===== src/rtl/crypto_cmd_scheduler_pkg.sv =====
// Shared opcodes, FSM encoding and small helpers for the crypto command scheduler.
package crypto_cmd_scheduler_pkg;

  localparam int ADDRW_DEF     = 8;
  localparam int OPCODEW_DEF   = 2;
  localparam int DEPTH_DEF     = 4;
  localparam int TIMEOUT_W_DEF = 10;

  localparam logic [1:0] OP_ENC  = 2'b00;
  localparam logic [1:0] OP_DEC  = 2'b01;
  localparam logic [1:0] OP_HASH = 2'b10;
  localparam logic [1:0] OP_RSVD = 2'b11;

  typedef enum logic [3:0] {
    ST_IDLE       = 4'd0,
    ST_FETCH_KEY  = 4'd1,
    ST_WAIT_KEY   = 4'd2,
    ST_FETCH_TXT  = 4'd3,
    ST_WAIT_TXT   = 4'd4,
    ST_START      = 4'd5,
    ST_WAIT_CORE  = 4'd6,
    ST_STORE      = 4'd7,
    ST_WAIT_STORE = 4'd8
  } state_t;

  // IDLE and START never stall, so only the remaining states are watched.
  function automatic logic watched(state_t s);
    return (s != ST_IDLE) && (s != ST_START);
  endfunction

  function automatic logic is_req_state(state_t s);
    return (s == ST_FETCH_KEY) || (s == ST_FETCH_TXT) || (s == ST_STORE);
  endfunction

endpackage


===== src/rtl/crypto_cmd_scheduler_if.sv =====
// Command, bus and core signals between the scheduler (master) and its environment (slave).
// cmd: a command moves on a cycle where cmd_valid && cmd_ready; bus: bus_req holds until a bus_ack pulse, bus_done pulses at completion.
interface crypto_cmd_scheduler_if #(
  parameter int ADDRW   = 8,
  parameter int OPCODEW = 2
);
  logic               cmd_valid;
  logic [OPCODEW-1:0] cmd_opcode;
  logic [ADDRW-1:0]   cmd_key;
  logic [ADDRW-1:0]   cmd_text;
  logic               cmd_ready;

  logic               bus_req;
  logic               bus_ack;
  logic               bus_we;
  logic               bus_sel;
  logic [ADDRW-1:0]   bus_addr;
  logic               bus_done;

  logic               core_start;
  logic [OPCODEW-1:0] core_mode;
  logic               core_done;

  modport master (
    input  cmd_valid, cmd_opcode, cmd_key, cmd_text, bus_ack, bus_done, core_done,
    output cmd_ready, bus_req, bus_we, bus_sel, bus_addr, core_start, core_mode
  );

  modport slave (
    output cmd_valid, cmd_opcode, cmd_key, cmd_text, bus_ack, bus_done, core_done,
    input  cmd_ready, bus_req, bus_we, bus_sel, bus_addr, core_start, core_mode
  );
endinterface


===== src/rtl/crypto_cmd_scheduler_cmd_fifo.sv =====
// Command FIFO; pointers carry one extra wrap bit to tell full from empty.
module cmd_fifo #(
  parameter int W     = 18,
  parameter int DEPTH = 4
) (
  input  logic         clk,
  input  logic         rst,
  input  logic         push,
  input  logic         pop,
  input  logic [W-1:0] wdata,
  output logic [W-1:0] rdata,
  output logic         full,
  output logic         empty
);
  localparam int AW = $clog2(DEPTH);

  logic [W-1:0] mem [DEPTH];
  logic [AW:0]  wr_ptr;
  logic [AW:0]  rd_ptr;
  logic         do_push;
  logic         do_pop;

  assign do_push = push && !full;
  assign do_pop  = pop && !empty;
  assign empty   = (wr_ptr == rd_ptr);
  assign full    = (wr_ptr[AW] != rd_ptr[AW]) && (wr_ptr[AW-1:0] == rd_ptr[AW-1:0]);
  assign rdata   = mem[rd_ptr[AW-1:0]];

  always_ff @(posedge clk or posedge rst) begin
    if (rst) begin
      wr_ptr <= '0;
      rd_ptr <= '0;
    end else begin
      if (do_push) wr_ptr <= wr_ptr + (AW+1)'(1);
      if (do_pop)  rd_ptr <= rd_ptr + (AW+1)'(1);
    end
  end

  always_ff @(posedge clk) begin
    if (do_push) mem[wr_ptr[AW-1:0]] <= wdata;
  end
endmodule


===== src/rtl/crypto_cmd_scheduler.sv =====
// Queues SPI commands and walks each through key fetch, text fetch, core run and result store.
module crypto_cmd_scheduler
  import crypto_cmd_scheduler_pkg::*;
#(
  parameter int ADDRW     = ADDRW_DEF,
  parameter int OPCODEW   = OPCODEW_DEF,
  parameter int DEPTH     = DEPTH_DEF,
  parameter int TIMEOUT_W = TIMEOUT_W_DEF
) (
  input  logic   clk,
  input  logic   rst,
  crypto_cmd_scheduler_if.master io,
  output logic   busy,
  output logic   cmd_done,
  output logic   err,
  output state_t dbg_state
);
  localparam int CMDW = OPCODEW + 2*ADDRW;

  state_t state, state_next;

  logic [CMDW-1:0]      head;
  logic [OPCODEW-1:0]   head_op;
  logic [ADDRW-1:0]     head_key, head_text;
  logic                 fifo_full, fifo_empty;
  logic                 pop;

  logic [OPCODEW-1:0]   cur_op;
  logic [ADDRW-1:0]     cur_key, cur_text;
  logic [ADDRW-1:0]     nxt_key, nxt_text;

  logic [TIMEOUT_W-1:0] wd;
  logic                 wd_max;
  logic                 set_err;
  logic                 finish;
  logic                 req_next;

  logic                 bus_req_q, bus_we_q, bus_sel_q, core_start_q, cmd_done_q, err_q;
  logic [ADDRW-1:0]     bus_addr_q;

  cmd_fifo #(.W(CMDW), .DEPTH(DEPTH)) u_fifo (
    .clk   (clk),
    .rst   (rst),
    .push  (io.cmd_valid),
    .pop   (pop),
    .wdata ({io.cmd_opcode, io.cmd_key, io.cmd_text}),
    .rdata (head),
    .full  (fifo_full),
    .empty (fifo_empty)
  );

  assign {head_op, head_key, head_text} = head;
  assign wd_max = &wd;

  always_comb begin
    state_next = state;
    pop        = 1'b0;
    set_err    = 1'b0;
    finish     = 1'b0;
    case (state)
      ST_IDLE: begin
        if (!fifo_empty) begin
          pop = 1'b1;
          if (head_op == OPCODEW'(OP_ENC) || head_op == OPCODEW'(OP_DEC))
            state_next = ST_FETCH_KEY;
          else if (head_op == OPCODEW'(OP_HASH))
            state_next = ST_FETCH_TXT;
          else
            set_err = 1'b1;
        end
      end
      // ack and done together count as ack followed by done: the wait state is skipped
      ST_FETCH_KEY:  if (io.bus_ack) state_next = io.bus_done ? ST_FETCH_TXT : ST_WAIT_KEY;
      ST_WAIT_KEY:   if (io.bus_done) state_next = ST_FETCH_TXT;
      ST_FETCH_TXT:  if (io.bus_ack) state_next = io.bus_done ? ST_START : ST_WAIT_TXT;
      ST_WAIT_TXT:   if (io.bus_done) state_next = ST_START;
      ST_START:      state_next = ST_WAIT_CORE;
      ST_WAIT_CORE:  if (io.core_done) state_next = ST_STORE;
      ST_STORE: begin
        if (io.bus_ack) begin
          state_next = io.bus_done ? ST_IDLE : ST_WAIT_STORE;
          finish     = io.bus_done;
        end
      end
      ST_WAIT_STORE: begin
        if (io.bus_done) begin
          state_next = ST_IDLE;
          finish     = 1'b1;
        end
      end
      default:       state_next = ST_IDLE;
    endcase
    // A real event in the same cycle wins over the watchdog.
    if (watched(state) && (state_next == state) && wd_max) begin
      state_next = ST_IDLE;
      set_err    = 1'b1;
    end
  end

  assign req_next = is_req_state(state_next);
  assign nxt_key  = pop ? head_key  : cur_key;
  assign nxt_text = pop ? head_text : cur_text;

  always_ff @(posedge clk or posedge rst) begin
    if (rst) begin
      state        <= ST_IDLE;
      wd           <= '0;
      cur_op       <= '0;
      cur_key      <= '0;
      cur_text     <= '0;
      bus_req_q    <= 1'b0;
      bus_we_q     <= 1'b0;
      bus_sel_q    <= 1'b0;
      bus_addr_q   <= '0;
      core_start_q <= 1'b0;
      cmd_done_q   <= 1'b0;
      err_q        <= 1'b0;
    end else begin
      state <= state_next;
      if (state_next != state)
        wd <= '0;
      else if (watched(state))
        wd <= wd + TIMEOUT_W'(1);
      if (pop) begin
        cur_op   <= head_op;
        cur_key  <= head_key;
        cur_text <= head_text;
      end
      // Bus and core outputs are computed from the next state so they are valid in the state's own cycle.
      bus_req_q    <= req_next;
      bus_we_q     <= (state_next == ST_STORE);
      bus_sel_q    <= (state_next == ST_FETCH_TXT) || (state_next == ST_STORE);
      bus_addr_q   <= (state_next == ST_FETCH_KEY) ? nxt_key : (req_next ? nxt_text : '0);
      core_start_q <= (state_next == ST_START);
      cmd_done_q   <= finish;
      if (set_err) err_q <= 1'b1;
    end
  end

  assign io.cmd_ready  = !fifo_full;
  assign io.bus_req    = bus_req_q;
  assign io.bus_we     = bus_we_q;
  assign io.bus_sel    = bus_sel_q;
  assign io.bus_addr   = bus_addr_q;
  assign io.core_start = core_start_q;
  assign io.core_mode  = cur_op;

  assign busy      = (state != ST_IDLE) || !fifo_empty;
  assign cmd_done  = cmd_done_q;
  assign err       = err_q;
  assign dbg_state = state;
endmodule

===== src/flat_wrapper.sv =====
// flat-port wrapper written by rule: the top's interface ports become plain ports
module crypto_cmd_scheduler_flat import crypto_cmd_scheduler_pkg::*;
#(
  parameter int ADDRW     = ADDRW_DEF,
  parameter int OPCODEW   = OPCODEW_DEF,
  parameter int DEPTH     = DEPTH_DEF,
  parameter int TIMEOUT_W = TIMEOUT_W_DEF
)
  (clk, rst, busy, cmd_done, err, dbg_state, io_cmd_valid, io_cmd_opcode, io_cmd_key, io_cmd_text, io_bus_ack, io_bus_done, io_core_done, io_cmd_ready, io_bus_req, io_bus_we, io_bus_sel, io_bus_addr, io_core_start, io_core_mode);
  crypto_cmd_scheduler_if #(.ADDRW(ADDRW), .OPCODEW(OPCODEW)) io_i ();
  input  logic clk;
  input  logic rst;
  output logic busy;
  output logic cmd_done;
  output logic err;
  output state_t dbg_state;
  input wire logic [$bits(io_i.cmd_valid)-1:0] io_cmd_valid;
  input wire logic [$bits(io_i.cmd_opcode)-1:0] io_cmd_opcode;
  input wire logic [$bits(io_i.cmd_key)-1:0] io_cmd_key;
  input wire logic [$bits(io_i.cmd_text)-1:0] io_cmd_text;
  input wire logic [$bits(io_i.bus_ack)-1:0] io_bus_ack;
  input wire logic [$bits(io_i.bus_done)-1:0] io_bus_done;
  input wire logic [$bits(io_i.core_done)-1:0] io_core_done;
  output wire logic [$bits(io_i.cmd_ready)-1:0] io_cmd_ready;
  output wire logic [$bits(io_i.bus_req)-1:0] io_bus_req;
  output wire logic [$bits(io_i.bus_we)-1:0] io_bus_we;
  output wire logic [$bits(io_i.bus_sel)-1:0] io_bus_sel;
  output wire logic [$bits(io_i.bus_addr)-1:0] io_bus_addr;
  output wire logic [$bits(io_i.core_start)-1:0] io_core_start;
  output wire logic [$bits(io_i.core_mode)-1:0] io_core_mode;
  assign io_i.cmd_valid = io_cmd_valid;
  assign io_i.cmd_opcode = io_cmd_opcode;
  assign io_i.cmd_key = io_cmd_key;
  assign io_i.cmd_text = io_cmd_text;
  assign io_i.bus_ack = io_bus_ack;
  assign io_i.bus_done = io_bus_done;
  assign io_i.core_done = io_core_done;
  assign io_cmd_ready = io_i.cmd_ready;
  assign io_bus_req = io_i.bus_req;
  assign io_bus_we = io_i.bus_we;
  assign io_bus_sel = io_i.bus_sel;
  assign io_bus_addr = io_i.bus_addr;
  assign io_core_start = io_i.core_start;
  assign io_core_mode = io_i.core_mode;
  crypto_cmd_scheduler #(.ADDRW(ADDRW), .OPCODEW(OPCODEW), .DEPTH(DEPTH), .TIMEOUT_W(TIMEOUT_W)) u_core (.clk(clk), .rst(rst), .io(io_i), .busy(busy), .cmd_done(cmd_done), .err(err), .dbg_state(dbg_state));
endmodule

===== config.mk =====
export PLATFORM = sky130hd
export DESIGN_NAME = crypto_cmd_scheduler_flat
export DESIGN_NICKNAME = d
export VERILOG_FILES = /design/src/rtl/crypto_cmd_scheduler_pkg.sv /design/src/rtl/crypto_cmd_scheduler_if.sv /design/src/rtl/crypto_cmd_scheduler_cmd_fifo.sv /design/src/rtl/crypto_cmd_scheduler.sv /design/src/flat_wrapper.sv
export SDC_FILE = /design/constraint.sdc
export NUM_CORES = 1
export LEC_CHECK = 0
export BUFFER_PORTS_ARGS = -buffer_cell sky130_fd_sc_hd__buf_2
export CORE_MARGIN = 5
export CORE_UTILIZATION = 26
export DETAILED_ROUTE_END_ITERATION = 12
export HOLD_SLACK_MARGIN = 0.12
export MAX_ROUTING_LAYER = met4
export PLACE_DENSITY = 0.41
export SETUP_SLACK_MARGIN = 0.5
export SLEW_MARGIN = 20
export SYNTH_ARGS = -nofsm -noshare
export SYNTH_HDL_FRONTEND = slang
export SYNTH_SLANG_ARGS = --single-unit

===== constraint.sdc =====
create_clock -name clk -period 3 [get_ports clk]
set_input_delay 0.45 -clock clk [delete_from_list [all_inputs] [get_ports clk]]
set_output_delay 0.45 -clock clk [all_outputs]
set_load 0.01 [all_outputs]

==> summary by stage <==
Outcome
The flow ran to the end, and the final reports show no timing, DRC or antenna violations.

Pwr
The maximum vdd ir drop is 0.525 mV. After layout, the design draws a total of 0.00703 W. The ratio of total power to cell area is 1090 mW/mm².

Summed over all cells, the static leakage comes to roughly 2.6 nW.

Die
The initial core utilization is 0.265. The area of the die is between 0.02 and 0.025 mm². After floorplanning, the core was sized to cover 0.0196 mm².

In this run the core area contains 51 standard-cell rows. The floorplan step set the die width to between 150 and 200 µm. The floorplan step set the die height to 151 µm. In this run the count of I/O pins placed on the die edge is 46.

Clock network
The number of hold-repair buffers added at the cts stage is 0. The tree is rooted in a clkbuf_16. The TritonCTS clock tree is yes. The clock sink total is about 120. The number of clock buffers inserted by TritonCTS is 17. The worst-case clock buffer depth is 2. The clock reaches the later pin of the worst-skew pair after 0.41 ns. Clock-pin slew was measured on the worst setup and hold paths at 0.06 ns.

The clock tree synthesis step divided the H-tree into 4 levels.

STA
The final setup violation count is 0. Dividing the final minimum period by the clock period gives 0.780. For the pin with the worst max-slew slack, the measured transition is 0.760 ns. In this run the tightest slew margin relative to its limit is 0.492. Counting I/O delays and the setup requirement, the final critical path takes 2.34 ns. The number of endpoints with negative hold slack in the final report is 0. Clock skew on the completed layout was measured at about 0.0096 ns. For this run, the top clock speed supported by timing is 427 MHz. Setup repair after global routing could not meet its margin everywhere. The number of max-slew violations in the final report is 0.

In the final timing run, aggregate negative setup slack is 0 ns.

Setup path
Of all nets on the critical path, the largest fanout is 14. In this run the critical register-to-register path is launched from u_core.dbg_state[1]. The data arrival at the endpoint of the critical path is between 2 and 3 ns.

The launching element type of the critical path is a flip-flop. The critical path data required time is 3.34 ns. The worst setup path is captured at a flip-flop.

The worst setup path category is flip-flop to flip-flop. The critical path starts at u_core.dbg_state[1].

Global routing
The number of global-route vias before repair is between 3,000 and 4,000. The initial antenna violation count is 1. The total routing usage reported by global routing is 0.110. Entering global routing, the biggest net connects 31 pins. The wire length of the first global-routing pass is 18,000 µm. Global routing finished with a remaining overflow of 0.

Run
Max-cap violations in this run came to 0.

Drt
The via count is 2,921. The first-iteration detailed-routing DRC count is 124. The total wire length is 11,200 µm. The mean routed wirelength per cell is 16.4 µm. The number of iterations in the first detailed-routing pass is 4. After detailed routing, the number of remaining DRC violations is 0. The via density per instance is between 4 and 5. In this run the remaining antenna-violating nets after routing total 0.

Placement
The post-detailed-placement half-perimeter wirelength is 7480 µm. The number of placed instances, taps included is 649. At the end of routability-driven placement, the weighted congestion stood at roughly 0.76. The port buffer count is 45.

Yosys
The share of the synthesized area in the top cell type is 0.416. In this run, distinct cell masters in the synthesized netlist total 50. The number of enable-type register cells in the synthesized netlist is 72.

The commonest cells after synthesis are 72 x edfxtp_1, 52 x dfrtp_1, 25 x inv_1. Among all cell types in the netlist, the one instantiated most often is edfxtp_1. The library cell with the largest summed area after synthesis is edfxtp_1.

Counting every net in the synthesized netlist gives 370. The synthesized netlist occupies a cell area of 0.00520 mm². Each instance of the synthesized netlist takes up on average ~15 µm².

The synthesis warning total is 0. The most common flop cell mapped by yosys is edfxtp_1. Synthesis handed over a netlist of 340 instances.

In the post-synthesis netlist, the biggest area contributors are edfxtp_1 42%, dfrtp_1 25%, mux4_2 6.5%. The register area share after synthesis is 0.666. The share of synthesized flip-flops with an asynchronous set or reset is 0.419. The number of synthesized register bits is 124.

Finish
The filler-free cell count of the finished design is 683. The area growth from synthesis to layout is 24.0%. For this run, the share of the core covered by cells in the final layout is 0.329. In the final design database the tool counted 435 nets. In the final layout, the share of cells above drive strength 1 is 0.295.

Worst hold path
The path category of the worst min-delay check is input pin to async pin.
## stage by stage
step	instance area, µm²	setup slack, ns	hold slack (ns)
finish	6450	0.659	0.143
global route	6450	0.414	0.186
CTS	6410	0.543	0.169
detailed placement	5780	0.420	0.470
global placement	5780	0.445	0.465
floorplan	5200	0.844	0.446
## what timing repair did
| item | in CTS | in global routing |
|---|---|---|
| pin swaps | 0 | 2 |
| gates cloned | 0 | 0 |
| endpoints found under the setup margin | 17 | 19 |
| resized for setup | 1 | 3 |
| buffers inserted | 0 | 2 |
## kinds of logic after synthesis
group	share of synthesized area
AOI/OAI and AO/OA	0.0522
xor gates and xnor gates	0.0303
adders and majority gates	0.0144
buffers and inverters	0.0322
DFF	0.666
muxes	0.123
and+or+nand+nor	0.0813
## registers in the layout (all words and copies together) (netlist names)
| name | flops |
|---|---|
| u_core.wd | 10 |
| u_core.io.bus_sel | 1 |
| u_core.cmd_done | 1 |
| u_core.cur_key | 8 |
| u_core.io.bus_we | 1 |
| u_core.io.core_mode | 2 |
| u_core.err | 1 |
| u_core.u_fifo.wr_ptr | 3 |
| u_core.io.core_start | 1 |
| u_core.u_fifo.mem | 72 |
| u_core.cur_text | 8 |
| u_core.io.bus_req | 1 |
| u_core.dbg_state | 4 |
| u_core.u_fifo.rd_ptr | 3 |
| u_core.io.bus_addr | 8 |
## power breakdown
| part | total (W) | switching (W) | internal [W] | leakage (nW) |
|---|---|---|---|---|
| registers | 0.00259 | 0.000262 | 0.00233 | 1.31 |
| logic | 0.00225 | 0.00127 | 0.000972 | 0.929 |
| clock network | 0.00220 | 0.000787 | 0.00141 | 0.313 |
| total | 0.00703 | 0.00232 | 0.00471 | 2.55 |
## layout make-up
cell class,count,area [µm²]
clock inverters,14,209
well taps,265,332
multi-input cells,177,1570
repair buffers,59,343
diodes,1,2.50
flip-flops and latches,124,3470
clock buffers,17,425
fillers,1941,13100
inverters,26,97.6
## worst paths after layout
path                            cells past startpoint                      end  slack, ns
worst max-delay path                                7             u_core.wd[7]       0.66
worst min-delay path                                2    u_core.io.bus_addr[7]       0.14
worst max register to register                      7             u_core.wd[7]       0.66
worst min register to register                      2       u_core.cur_text[7]       0.47
max in group asynchronous                           3       u_core.cur_text[3]       2.21
min in group clk                                    1  u_core.u_fifo.mem[3][8]       0.25
## critical path, cell delays in order (launching register included)
cell	delay [ns]
dfrtp_1	0.53
nor4_1	0.37
buf_4	0.19
o31a_2	0.27
a21oi_1	0.15
o221ai_1	0.50
nand3_1	0.15
nor2_1	0.11
## routing by layer
layer / track usage / wire, µm / vias up
li1: - / - / 1395
met1: 0.130 / 4880 / 1459
met2: 0.180 / 5650 / 61
met3: 0.0356 / 596 / 6
met4: 0.0313 / 101 / 0
met5: - / 0 / -
## cell usage in the layout (no fill, tap or decap), drive strengths merged, types with 2 or more instances in the layout
cell,instances
o21ai,4
nor4,3
mux2i,18
nor2,23
a21oi,3
buf,59
nand2,15
clkbuf,17
nand4,2
o22ai,8
o31ai,2
dfrtp,52
and2,4
and3,6
nor2b,4
nand2b,3
bufinv,4
xor2,9
inv,32
nand3b,2
edfxtp,72
nand3,10
or3,3
mux2,4
ha,6
xnor2,9
nor3,4
mux4,18
o221ai,3
clkinv,4
No activity file was read; power rests on OpenSTA's default activity.
